$ cat config.mk
export PLATFORM = sky130hd
export DESIGN_NAME = uart_cmd_ctrl_flat
export DESIGN_NICKNAME = d
export VERILOG_FILES = /design/src/rtl/uart_cmd_pkg.sv /design/src/rtl/uart_cmd_ctrl_if.sv /design/src/rtl/uart_cmd_shift.sv /design/src/rtl/uart_cmd_ctrl.sv /design/src/flat_wrapper.sv
export SDC_FILE = /design/constraint.sdc
export NUM_CORES = 1
export LEC_CHECK = 0
export BUFFER_PORTS_ARGS = -buffer_cell sky130_fd_sc_hd__buf_2
export CORE_ASPECT_RATIO = 0.6
export CORE_MARGIN = 5
export CORE_UTILIZATION = 50
export DETAILED_ROUTE_END_ITERATION = 12
export MAX_ROUTING_LAYER = met4
export PLACE_DENSITY = 0.82
export SKIP_CTS_REPAIR_TIMING = 1
export SLEW_MARGIN = 40
export SYNTH_ARGS = -nofsm -noshare
export SYNTH_HDL_FRONTEND = slang
export SYNTH_SLANG_ARGS = --single-unit
$ cat constraint.sdc
create_clock -name clk -period 2.05 [get_ports clk]
set_input_delay 0.41 -clock clk [delete_from_list [all_inputs] [get_ports clk]]
set_output_delay 0.41 -clock clk [all_outputs]
set_load 0.005 [all_outputs]
$ cat src/rtl/uart_cmd_pkg.sv
// Shared types and constants for the UART command-packet controller.
// Header byte layout: bit 7 = rw, bits 6:0 reserved (zero).
package uart_cmd_pkg;

   typedef enum logic [2:0] {
      ST_IDLE = 3'd0,
      ST_HDR  = 3'd1,
      ST_ADDR = 3'd2,
      ST_DATA = 3'd3,
      ST_RSP  = 3'd4
   } state_t;

   localparam int         HDR_RW_BIT = 7;
   localparam logic [6:0] HDR_RSVD   = 7'b0;

   localparam logic CMD_WRITE = 1'b1;
   localparam logic CMD_READ  = 1'b0;

   function automatic int max2(input int a, input int b);
      return (a > b) ? a : b;
   endfunction

   function automatic logic [7:0] make_hdr(input logic rw);
      logic [7:0] h;
      h             = '0;
      h[6:0]        = HDR_RSVD;
      h[HDR_RW_BIT] = rw;
      return h;
   endfunction

endpackage

$ cat src/rtl/uart_cmd_ctrl_if.sv
// Signal bundle between the controller (slave) and its surroundings (master):
// host command port, UART TX byte port, UART RX byte strobe and read response.
interface uart_cmd_ctrl_if #(
   parameter int ADDR_BYTES = 1,
   parameter int DATA_BYTES = 1
);
   // Handshakes: a transfer happens on a rising clk edge where valid && ready;
   // the producer holds its payload stable while valid && !ready. rx_valid,
   // rsp_valid, wr_done and rx_drop are single-cycle strobes with no ready.
   logic                    cmd_valid;
   logic                    cmd_ready;
   logic                    cmd_rw;
   logic [8*ADDR_BYTES-1:0] cmd_addr;
   logic [8*DATA_BYTES-1:0] cmd_wdata;
   logic [7:0]              tx_data;
   logic                    tx_valid;
   logic                    tx_ready;
   logic [7:0]              rx_data;
   logic                    rx_valid;
   logic                    wr_done;
   logic [8*DATA_BYTES-1:0] rsp_data;
   logic                    rsp_valid;
   logic                    rsp_err;
   logic                    rx_drop;

   modport master (
      output cmd_valid, cmd_rw, cmd_addr, cmd_wdata, tx_ready, rx_data, rx_valid,
      input  cmd_ready, tx_data, tx_valid, wr_done, rsp_data, rsp_valid, rsp_err, rx_drop
   );

   modport slave (
      input  cmd_valid, cmd_rw, cmd_addr, cmd_wdata, tx_ready, rx_data, rx_valid,
      output cmd_ready, tx_data, tx_valid, wr_done, rsp_data, rsp_valid, rsp_err, rx_drop
   );

endinterface

$ cat src/rtl/uart_cmd_shift.sv
// Byte-wide shift register: parallel load and MSB-first shift-out for TX,
// shift-in at the LSB for RX (first byte received ends up in the MSB).
module uart_cmd_shift #(
   parameter int NB = 1
) (
   input  logic            clk,
   input  logic            rst,
   input  logic            load,
   input  logic [8*NB-1:0] load_data,
   input  logic            shift_out,
   input  logic            shift_in,
   input  logic [7:0]      in_byte,
   output logic [8*NB-1:0] data
);

   always_ff @(posedge clk) begin
      if (rst) begin
         data <= '0;
      end else if (load) begin
         data <= load_data;
      end else if (shift_out) begin
         data <= data << 8;
      end else if (shift_in) begin
         data <= (data << 8) | (8*NB)'(in_byte);
      end
   end

endmodule

$ cat src/rtl/uart_cmd_ctrl.sv
// Command-packet controller: header + address (+ write data) out over UART TX,
// read response bytes collected from UART RX. Read timeout via UART_CMD_TIMEOUT_EN.
module uart_cmd_ctrl
   import uart_cmd_pkg::*;
#(
   parameter int ADDR_BYTES     = 1,
   parameter int DATA_BYTES     = 1,
   parameter int TIMEOUT_CYCLES = 5_000_000
) (
   input  logic      clk,
   input  logic      rst,
   uart_cmd_ctrl_if.slave bus,
   output state_t    state_dbg
);

   localparam int MAXB = max2(ADDR_BYTES, DATA_BYTES);
   localparam int CW   = $clog2(MAXB) + 1;
   localparam int TW   = 8 * MAXB;
   localparam int DW   = 8 * DATA_BYTES;

   state_t          state;
   logic [CW-1:0]   cnt;
   logic            rw_q;
   logic [DW-1:0]   wdata_q;
   logic [TW-1:0]   tx_word;
   logic [DW-1:0]   rx_word;
   logic [DW-1:0]   rx_next;
   logic [7:0]      tx_top;
   logic            tx_hs;
   logic            sh_load;
   logic [TW-1:0]   sh_load_data;
   logic            sh_shift;
   logic            rx_shift;

   assign state_dbg = state;
   assign tx_hs     = bus.tx_valid && bus.tx_ready;
   assign tx_top    = tx_word[TW-1 -: 8];
   assign rx_shift  = (state == ST_RSP) && bus.rx_valid;
   assign rx_next   = (rx_word << 8) | DW'(bus.rx_data);

   // tx_data always holds the byte on offer; the TX shifter holds the bytes
   // still to come, left-aligned so its top byte is always the next one.
   always_comb begin
      sh_load      = 1'b0;
      sh_load_data = '0;
      sh_shift     = 1'b0;
      case (state)
         ST_IDLE: begin
            if (bus.cmd_valid && bus.cmd_ready) begin
               sh_load      = 1'b1;
               sh_load_data = TW'(bus.cmd_addr) << (8 * (MAXB - ADDR_BYTES));
            end
         end
         ST_HDR:  sh_shift = tx_hs;
         ST_ADDR: begin
            if (tx_hs) begin
               if (cnt == CW'(ADDR_BYTES - 1)) begin
                  if (rw_q == CMD_WRITE) begin
                     sh_load      = 1'b1;
                     sh_load_data = (TW'(wdata_q) << (8 * (MAXB - DATA_BYTES))) << 8;
                  end
               end else begin
                  sh_shift = 1'b1;
               end
            end
         end
         ST_DATA: sh_shift = tx_hs;
         default: ;
      endcase
   end

   uart_cmd_shift #(.NB(MAXB)) u_tx_shift (
      .clk       (clk),
      .rst       (rst),
      .load      (sh_load),
      .load_data (sh_load_data),
      .shift_out (sh_shift),
      .shift_in  (1'b0),
      .in_byte   (8'h00),
      .data      (tx_word)
   );

   uart_cmd_shift #(.NB(DATA_BYTES)) u_rx_shift (
      .clk       (clk),
      .rst       (rst),
      .load      (1'b0),
      .load_data ({DW{1'b0}}),
      .shift_out (1'b0),
      .shift_in  (rx_shift),
      .in_byte   (bus.rx_data),
      .data      (rx_word)
   );

`ifdef UART_CMD_TIMEOUT_EN
   localparam int TMW = $clog2(TIMEOUT_CYCLES) + 1;
   logic [TMW-1:0] tmo;
`else
   assign bus.rsp_err = 1'b0;
`endif

   always_ff @(posedge clk) begin
      if (rst) begin
         state         <= ST_IDLE;
         cnt           <= '0;
         rw_q          <= CMD_READ;
         wdata_q       <= '0;
         bus.cmd_ready <= 1'b1;
         bus.tx_valid  <= 1'b0;
         bus.tx_data   <= 8'h00;
         bus.wr_done   <= 1'b0;
         bus.rsp_valid <= 1'b0;
         bus.rsp_data  <= '0;
         bus.rx_drop   <= 1'b0;
`ifdef UART_CMD_TIMEOUT_EN
         bus.rsp_err   <= 1'b0;
         tmo           <= '0;
`endif
      end else begin
         bus.wr_done   <= 1'b0;
         bus.rsp_valid <= 1'b0;
         bus.rx_drop   <= bus.rx_valid && (state != ST_RSP);
         case (state)
            ST_IDLE: begin
               if (bus.cmd_valid && bus.cmd_ready) begin
                  rw_q          <= bus.cmd_rw;
                  wdata_q       <= bus.cmd_wdata;
                  cnt           <= '0;
                  bus.cmd_ready <= 1'b0;
                  bus.tx_valid  <= 1'b1;
                  bus.tx_data   <= make_hdr(bus.cmd_rw);
                  state         <= ST_HDR;
               end
            end
            ST_HDR: begin
               if (tx_hs) begin
                  bus.tx_data <= tx_top;
                  cnt         <= '0;
                  state       <= ST_ADDR;
               end
            end
            ST_ADDR: begin
               if (tx_hs) begin
                  if (cnt == CW'(ADDR_BYTES - 1)) begin
                     cnt <= '0;
                     if (rw_q == CMD_WRITE) begin
                        bus.tx_data <= wdata_q[DW-1 -: 8];
                        state       <= ST_DATA;
                     end else begin
                        bus.tx_valid <= 1'b0;
                        bus.tx_data  <= 8'h00;
                        state        <= ST_RSP;
`ifdef UART_CMD_TIMEOUT_EN
                        tmo          <= '0;
`endif
                     end
                  end else begin
                     bus.tx_data <= tx_top;
                     cnt         <= cnt + 1'b1;
                  end
               end
            end
            ST_DATA: begin
               if (tx_hs) begin
                  if (cnt == CW'(DATA_BYTES - 1)) begin
                     bus.tx_valid  <= 1'b0;
                     bus.tx_data   <= 8'h00;
                     bus.wr_done   <= 1'b1;
                     bus.cmd_ready <= 1'b1;
                     cnt           <= '0;
                     state         <= ST_IDLE;
                  end else begin
                     bus.tx_data <= tx_top;
                     cnt         <= cnt + 1'b1;
                  end
               end
            end
            ST_RSP: begin
               // A final byte arriving on the expiry cycle still completes cleanly.
               if (bus.rx_valid && (cnt == CW'(DATA_BYTES - 1))) begin
                  bus.rsp_data  <= rx_next;
                  bus.rsp_valid <= 1'b1;
                  bus.cmd_ready <= 1'b1;
                  cnt           <= '0;
                  state         <= ST_IDLE;
`ifdef UART_CMD_TIMEOUT_EN
                  bus.rsp_err   <= 1'b0;
               end else if (tmo == TMW'(TIMEOUT_CYCLES - 1)) begin
                  bus.rsp_data  <= '0;
                  bus.rsp_err   <= 1'b1;
                  bus.rsp_valid <= 1'b1;
                  bus.cmd_ready <= 1'b1;
                  cnt           <= '0;
                  state         <= ST_IDLE;
`endif
               end else begin
                  if (bus.rx_valid) cnt <= cnt + 1'b1;
`ifdef UART_CMD_TIMEOUT_EN
                  tmo <= tmo + 1'b1;
`endif
               end
            end
            default: state <= ST_IDLE;
         endcase
      end
   end

endmodule

$ cat src/flat_wrapper.sv
// flat-port wrapper written by rule: the top's interface ports become plain ports
module uart_cmd_ctrl_flat import uart_cmd_pkg::*;
#(
   parameter int ADDR_BYTES     = 1,
   parameter int DATA_BYTES     = 1,
   parameter int TIMEOUT_CYCLES = 5_000_000
)
  (clk, rst, state_dbg, bus_cmd_valid, bus_cmd_rw, bus_cmd_addr, bus_cmd_wdata, bus_tx_ready, bus_rx_data, bus_rx_valid, bus_cmd_ready, bus_tx_data, bus_tx_valid, bus_wr_done, bus_rsp_data, bus_rsp_valid, bus_rsp_err, bus_rx_drop);
  uart_cmd_ctrl_if #(.ADDR_BYTES(ADDR_BYTES), .DATA_BYTES(DATA_BYTES)) bus_i ();
  input  logic clk;
  input  logic rst;
  output state_t state_dbg;
  input wire logic [$bits(bus_i.cmd_valid)-1:0] bus_cmd_valid;
  input wire logic [$bits(bus_i.cmd_rw)-1:0] bus_cmd_rw;
  input wire logic [$bits(bus_i.cmd_addr)-1:0] bus_cmd_addr;
  input wire logic [$bits(bus_i.cmd_wdata)-1:0] bus_cmd_wdata;
  input wire logic [$bits(bus_i.tx_ready)-1:0] bus_tx_ready;
  input wire logic [$bits(bus_i.rx_data)-1:0] bus_rx_data;
  input wire logic [$bits(bus_i.rx_valid)-1:0] bus_rx_valid;
  output wire logic [$bits(bus_i.cmd_ready)-1:0] bus_cmd_ready;
  output wire logic [$bits(bus_i.tx_data)-1:0] bus_tx_data;
  output wire logic [$bits(bus_i.tx_valid)-1:0] bus_tx_valid;
  output wire logic [$bits(bus_i.wr_done)-1:0] bus_wr_done;
  output wire logic [$bits(bus_i.rsp_data)-1:0] bus_rsp_data;
  output wire logic [$bits(bus_i.rsp_valid)-1:0] bus_rsp_valid;
  output wire logic [$bits(bus_i.rsp_err)-1:0] bus_rsp_err;
  output wire logic [$bits(bus_i.rx_drop)-1:0] bus_rx_drop;
  assign bus_i.cmd_valid = bus_cmd_valid;
  assign bus_i.cmd_rw = bus_cmd_rw;
  assign bus_i.cmd_addr = bus_cmd_addr;
  assign bus_i.cmd_wdata = bus_cmd_wdata;
  assign bus_i.tx_ready = bus_tx_ready;
  assign bus_i.rx_data = bus_rx_data;
  assign bus_i.rx_valid = bus_rx_valid;
  assign bus_cmd_ready = bus_i.cmd_ready;
  assign bus_tx_data = bus_i.tx_data;
  assign bus_tx_valid = bus_i.tx_valid;
  assign bus_wr_done = bus_i.wr_done;
  assign bus_rsp_data = bus_i.rsp_data;
  assign bus_rsp_valid = bus_i.rsp_valid;
  assign bus_rsp_err = bus_i.rsp_err;
  assign bus_rx_drop = bus_i.rx_drop;
  uart_cmd_ctrl #(.ADDR_BYTES(ADDR_BYTES), .DATA_BYTES(DATA_BYTES), .TIMEOUT_CYCLES(TIMEOUT_CYCLES)) u_core (.clk(clk), .rst(rst), .bus(bus_i), .state_dbg(state_dbg));
endmodule
* After elaboration in Yosys (flattened, before gate mapping)
Cells that the tools add are included.
Word-level totals: word-level logic and storage cells 102, input port bits 30, flip-flop bits (word level) 42
Cells by class: reductions and logical operators 21, equal/unequal tests 15, bitwise logic cells 4, add/sub/neg operators 1, multiplexer cells 49
Operators by type and width (count):
- $mux 8 | 11
- $pmux 8 s4 | 1
- $mux 3 | 8
- $mux 1 | 23
- $pmux 3 s5 | 1
- $reduce_and 5->1 | 3
- $reduce_and 7->1 | 2
- $ne 2x1->1 const B | 5
- $ne 2x2->1 const B | 4
- $reduce_bool 4->1 | 2
- $eq 3x2->1 const B | 2
- $ne 3x3->1 const B | 2
- $pmux 1 s3 | 2
- $reduce_bool 3->1 | 2
- $reduce_or 2->1 | 3
- $logic_and 1x1->1 | 4
- $not 1->1 | 4
- $pmux 1 s2 | 2
- $pmux 1 s4 | 1
- $reduce_and 2->1 | 2
- $eq 3x1->1 const B | 1
- $eq 3x3->1 const B | 1
- $logic_not 3->1 | 1
- $reduce_or 3->1 | 1
- other kinds (2) | 2

* Logic depth before layout (Yosys ltp)
depth in word-level cells 5, mapped depth 7

* Cells and area by module
From an unflattened synthesis, not the netlist that was laid out.
Unflattened totals: cells, all modules 198, area total of the unflattened synthesis 1896.8 um^2
By module, submodules not included:
- uart_cmd_ctrl | seq. area each 680.7 um^2, area an instance 1524.0 um^2, cells an instance 153, times used 1
- uart_cmd_shift | seq. area each 160.2 um^2, area an instance 372.9 um^2, cells an instance 45, times used 1

* Worst setup path before layout
No wires, ideal clock.
kind register to register, from register u_core.state[0], in the netlist u_core.state_dbg[0], to register u_core.bus.cmd_ready, path buffers 2, stages on the path, launching flop included 6, slack 0.404 ns, period minus slack after synthesis 1.646 ns, data arrival time 1.524 ns, data required time 1.928 ns, cells stage by stage dfxtp_1 > buf_6 > or3_4 > or2_1 > buf_2 > a221o_1
On the way: cells in the longest elaborated chain, start to end 3, elaborated cells on any way between the ends 10, classes of those cells eq/ne: 6; mux: 1; reduce/logical: 3
Ends and longest elaborated chain:
- start, declared | RTL line uart_cmd_ctrl.sv:21 | state_t state;
- start signal, assigned | RTL line uart_cmd_ctrl.sv:103 | state <= ST_IDLE;
- start signal, assigned | RTL line uart_cmd_ctrl.sv:131 | state <= ST_HDR;
- start signal, assigned | RTL line uart_cmd_ctrl.sv:138 | state <= ST_ADDR;
- $eq 3x3->1, or another cell as far along | RTL line uart_cmd_ctrl.sv:122 | case (state)
- $ne 2x2->1 (no source line), or another cell as far along
- $reduce_and 5->1 (no source line)
- end signal, assigned | RTL line uart_cmd_ctrl.sv:107 | bus.cmd_ready <= 1'b1;
- end signal, assigned | RTL line uart_cmd_ctrl.sv:128 | bus.cmd_ready <= 1'b0;
- end signal, assigned | RTL line uart_cmd_ctrl.sv:168 | bus.cmd_ready <= 1'b1;
- end, declared | RTL line uart_cmd_ctrl_if.sv:33 | output cmd_ready, tx_data, tx_valid, wr_done, rsp_data, rsp_valid, rsp_err, rx_drop
Parallel ways exist; a longest one is shown, timed or not. A chain may end at the register's enable or synchronous reset.

* Final worst setup path
from register u_core.state[2], in the netlist u_core.state_dbg[2], to register u_core.bus.rsp_data[4]
On the way: cells in the longest elaborated chain, start to end 2
Ends and longest elaborated chain:
- $eq 3x3->1 | RTL line uart_cmd_ctrl.sv:122
- $reduce_and 2->1 (no source line)
- end signal, assigned | RTL line uart_cmd_ctrl.sv:180 | bus.rsp_data <= rx_next;
- end, declared | RTL line uart_cmd_ctrl_if.sv:33
Every way passes these cells.

==> summary.md <==
The detailed router placed 1,640 vias in this run. For this run, the slowest stage of the critical path takes 0.77 ns. The ratio of total power to cell area came out at 1210 nW/um^2. The top-level I/O count is 55. The relative max-transition margin came out at 56.4%.

The buffers plus inverters on the worst setup path works out to 1. The chip width was 87.4 um; the logic depth of the worst register-to-register path was 4. Number of H-tree levels: 2. The die outline height came out at 56.4 um. Yosys attributes the largest share of cell area to sky130_fd_sc_hd__dfxtp_1, sky130_fd_sc_hd__nor2_1, sky130_fd_sc_hd__nand2_1.

The number of hold-slack violations in the final timing report was 0. The first global-routing pass estimated 6880 um of wire. Dominant delay contributor by cell family on the critical path: simple AND/OR/NAND/NOR gates.

Sequential elements use 46.8% of the synthesized area. Net switching is 34.1% of the power. The logs give 37 for the number of different library cells in the post-synthesis netlist and 0 for the final-report max-slew violation count. The tools report the initial antenna violation count as 0. The flow ran to the end, and the final reports show no timing, DRC or antenna violations. TritonCTS built the clock tree. Between clock sinks in the finished design, the worst skew comes to 0.00242 ns. Largest area contributor in the netlist: sky130_fd_sc_hd__dfxtp_1. For the worst setup path, the data required time is 2.23 ns. The worst-case IR drop observed on VDD is 0.000581 V. The tools report the post-synthesis cell area as 1800 um^2. Clock sink count: 42. Worst min-delay path category: in2reg. The number of nets in the synthesized netlist is 231, and the depth of the critical timing path with buffers and inverters included is 4. After global routing the overflow that remains totals 0. The final layout contains 281 nets. The clock root buffer is sky130_fd_sc_hd__clkbuf_8.

Prior to clock tree synthesis, the placed netlist has a worst setup slack of 0.192 ns. The design draws 2.63 mW. Internal cell power: 1.73 mW. Registers are responsible for 41.9% of the overall power. For the final setup TNS, the log shows 0 ns. At the worst endpoint, the arrival time is 2.06 ns.

The average detailed-routed wire length per instance is 14.8 um. Synthesis produced a netlist whose cell count is 201. The tools report the power spent charging and discharging nets as 0.898 mW. After detailed routing, the number of remaining DRC violations is 0. The first routing iteration left 168 violations.

The core region is 3360 um^2. The CTS clock-pin slew for the worst setup and hold paths was 0.08 ns; the number of synthesized flops with an enable pin was 0. Dominant register cell in the synthesized netlist: sky130_fd_sc_hd__dfxtp_1. The placed instances occupy a cell area of 2070 um^2.

The logs give 16 for the total number of placement rows and 1,431 for the via count of the first global-routing pass. Traced cell by cell, the critical path runs through inv_1 > or4_1 > mux2i_1 > nor2_1. In this run the biggest area consumer among cell types represents 46.8% of the synthesized area. The worst hold path passes through 3 cells.

The final critical delay including setup and external delays was 1.88 ns. Setup violations remaining at the end of the flow were counted as 0. The critical path class was reg2reg. The maximum fanout encountered on the critical timing path works out to 14. The first detailed-routing pass took 4 iterations. After detailed routing, the number of vias per cell comes to 5.54. The final critical path takes up 91.7% of the cycle. The logs give 532 MHz for the peak clock frequency supported by timing and 64.8% for the final core area utilization.

The tools report the source-to-sink clock delay at the later pin of the worst-skew pair as 0.29 ns. Global routing used 18.4% of the available tracks across all layers. In the synthesized netlist the async set-or-reset flop fraction comes to 0%.

The run gives 2180 um^2 as the final non-filler cell area. The worst setup path is launched from a flip-flop. The share of total power dissipated in combinational logic is 33.0%.

The proportion of layout cells with a drive suffix above 1 was 28.7%. The slowest cell on the critical path is sky130_fd_sc_hd__or4_1. Entering global routing, the biggest net connects 24 pins. The tool flagged a number of max-cap violations equal to 0. Total number of yosys warnings: 0. At the end of routability-driven placement, the weighted congestion stood at 0.912.

The floorplan step defined a die boundary enclosing 4930 um^2. The run gives 4370 um as the total wire length after detailed routing. No sink is reached through more buffers than the 2 on the longest clock path.

The worst path meets setup with 0.171 ns of slack. The number of storage elements in the synthesis netlist works out to 42. The relative area change from synthesis to final layout works out to 21.4%.

The tools report the nature of the critical path endpoint as a flip-flop. Setup repair after global routing left no endpoint under its margin. The initial utilization of the core area, before any placement, comes to 53.4%. The detail route stage leaves a number of antenna-violating nets equal to 0.

For the number of antenna diodes, the log shows 0. Detailed placement finished with a half-perimeter wire length of 3170 um. Port buffering added 53 buffers. In this run, the clock network consumes 25.1% of the power. The leakage component of the power is 0.984 nW, and the average size of a mapped cell is 8.94 um^2.

The run gives 5 as the total clock buffers created by CTS. At the pin with the least slew margin, the transition time is 0.637 ns.
final timing paths:
path	from	to	slack (ns)
setup reg to reg	u_core.state_dbg[2]	u_core.bus.rsp_data[4]	0.17
setup / recovery	u_core.state_dbg[2]	u_core.bus.rsp_data[4]	0.17
hold reg to reg	u_core.wdata_q[3]	u_core.wdata_q[3]	0.46
hold / removal	bus_rx_data[5]	u_core.bus.rsp_data[5]	0.35
layout by cell type (no fill, tap or decap), types with 2 or more instances in the layout:
master,count
sky130_fd_sc_hd__a211oi_2,3
sky130_fd_sc_hd__dfxtp_1,42
sky130_fd_sc_hd__a211oi_1,6
sky130_fd_sc_hd__o21ai_0,10
sky130_fd_sc_hd__nor2_1,30
sky130_fd_sc_hd__nand3_1,4
sky130_fd_sc_hd__nand2_1,23
sky130_fd_sc_hd__a22oi_1,8
sky130_fd_sc_hd__buf_4,5
sky130_fd_sc_hd__a21oi_1,15
sky130_fd_sc_hd__clkbuf_8,6
sky130_fd_sc_hd__a31oi_1,2
sky130_fd_sc_hd__a2bb2oi_1,8
sky130_fd_sc_hd__a2111oi_0,2
sky130_fd_sc_hd__nor3b_1,2
sky130_fd_sc_hd__nor3_1,2
sky130_fd_sc_hd__mux2i_1,8
sky130_fd_sc_hd__nand2b_1,2
sky130_fd_sc_hd__buf_2,53
sky130_fd_sc_hd__inv_1,3
per-stage QoR:
stage	instances	hold slack (ns)
6_report	296	0.347
5_1_grt	296	0.350
4_1_cts	296	0.344
3_5_place_dp	289	0.449
3_3_place_gp	289	0.443
2_1_floorplan	201	0.436
kinds of logic (layout without fill, tap and decap cells):
group,count (synthesis),in the layout,synth area share [%]
muxes,8,8,4.46
other,1,1,0.209
and+or+nand+nor,72,72,19.2
buffers and inverters,18,68,5.50
DFF,42,42,46.8
AOI/OAI and AO/OA,60,60,23.9
synthesized netlist by cell type, types with 2 or more instances:
master	n
sky130_fd_sc_hd__buf_2	4
sky130_fd_sc_hd__nor3_1	2
sky130_fd_sc_hd__buf_6	3
sky130_fd_sc_hd__mux2i_1	8
sky130_fd_sc_hd__nand3_1	4
sky130_fd_sc_hd__a211oi_2	3
sky130_fd_sc_hd__a2bb2oi_1	8
sky130_fd_sc_hd__o21ai_0	10
sky130_fd_sc_hd__a2111oi_0	2
sky130_fd_sc_hd__a21oi_1	15
sky130_fd_sc_hd__a211oi_1	6
sky130_fd_sc_hd__nor2_1	30
sky130_fd_sc_hd__nand2_1	23
sky130_fd_sc_hd__dfxtp_1	42
sky130_fd_sc_hd__inv_1	3
sky130_fd_sc_hd__a22oi_1	8
sky130_fd_sc_hd__nor3b_1	2
sky130_fd_sc_hd__nand2b_1	2
sky130_fd_sc_hd__a31oi_1	2
sky130_fd_sc_hd__clkbuf_1	7
routing by layer:
| metal | wire (um) | track usage, % |
|---|---|---|
| met1 | 2180 | 27.5 |
| met2 | 1740 | 23.6 |
| met3 | 419 | 5.12 |
| met4 | 31 | 5.25 |
| met5 | 0 | - |
layout make-up:
cell class | instances | area (um^2)
fillers | 305 | 1180
multi-input cells | 141 | 857
flip-flops and latches | 42 | 841
repair buffers | 58 | 303
clock buffers | 6 | 82.6
well taps | 45 | 56.3
clock inverters | 1 | 30.0
inverters | 3 | 11.3
state kept, by name, summed over array words and instances (netlist names), 3 cells and up:
register	flops
u_core.bus.rsp_data	8
u_core.bus.tx_data	8
u_core.state_dbg	3
u_core.u_tx_shift.data	8
u_core.wdata_q	8
power by group through the flow:
stage	clock network (mW)	registers [mW]	logic [mW]
floorplan	0	1.09	0.662
global placement	0	1.11	0.848
detailed placement	0	1.12	0.864
CTS	0.673	1.10	0.869
global route	0.709	1.12	0.975
finish	0.659	1.10	0.869
worst reg2reg max path, delay by kind of cell (launching register included):
kind / cells / cell delay (ns)
multiplexers: 1 / 0.25
flip-flops: 1 / 0.58
buffers and inverters: 1 / 0.12
AND/OR/NAND/NOR: 2 / 0.82
No activity file was read; power rests on OpenSTA's default activity.
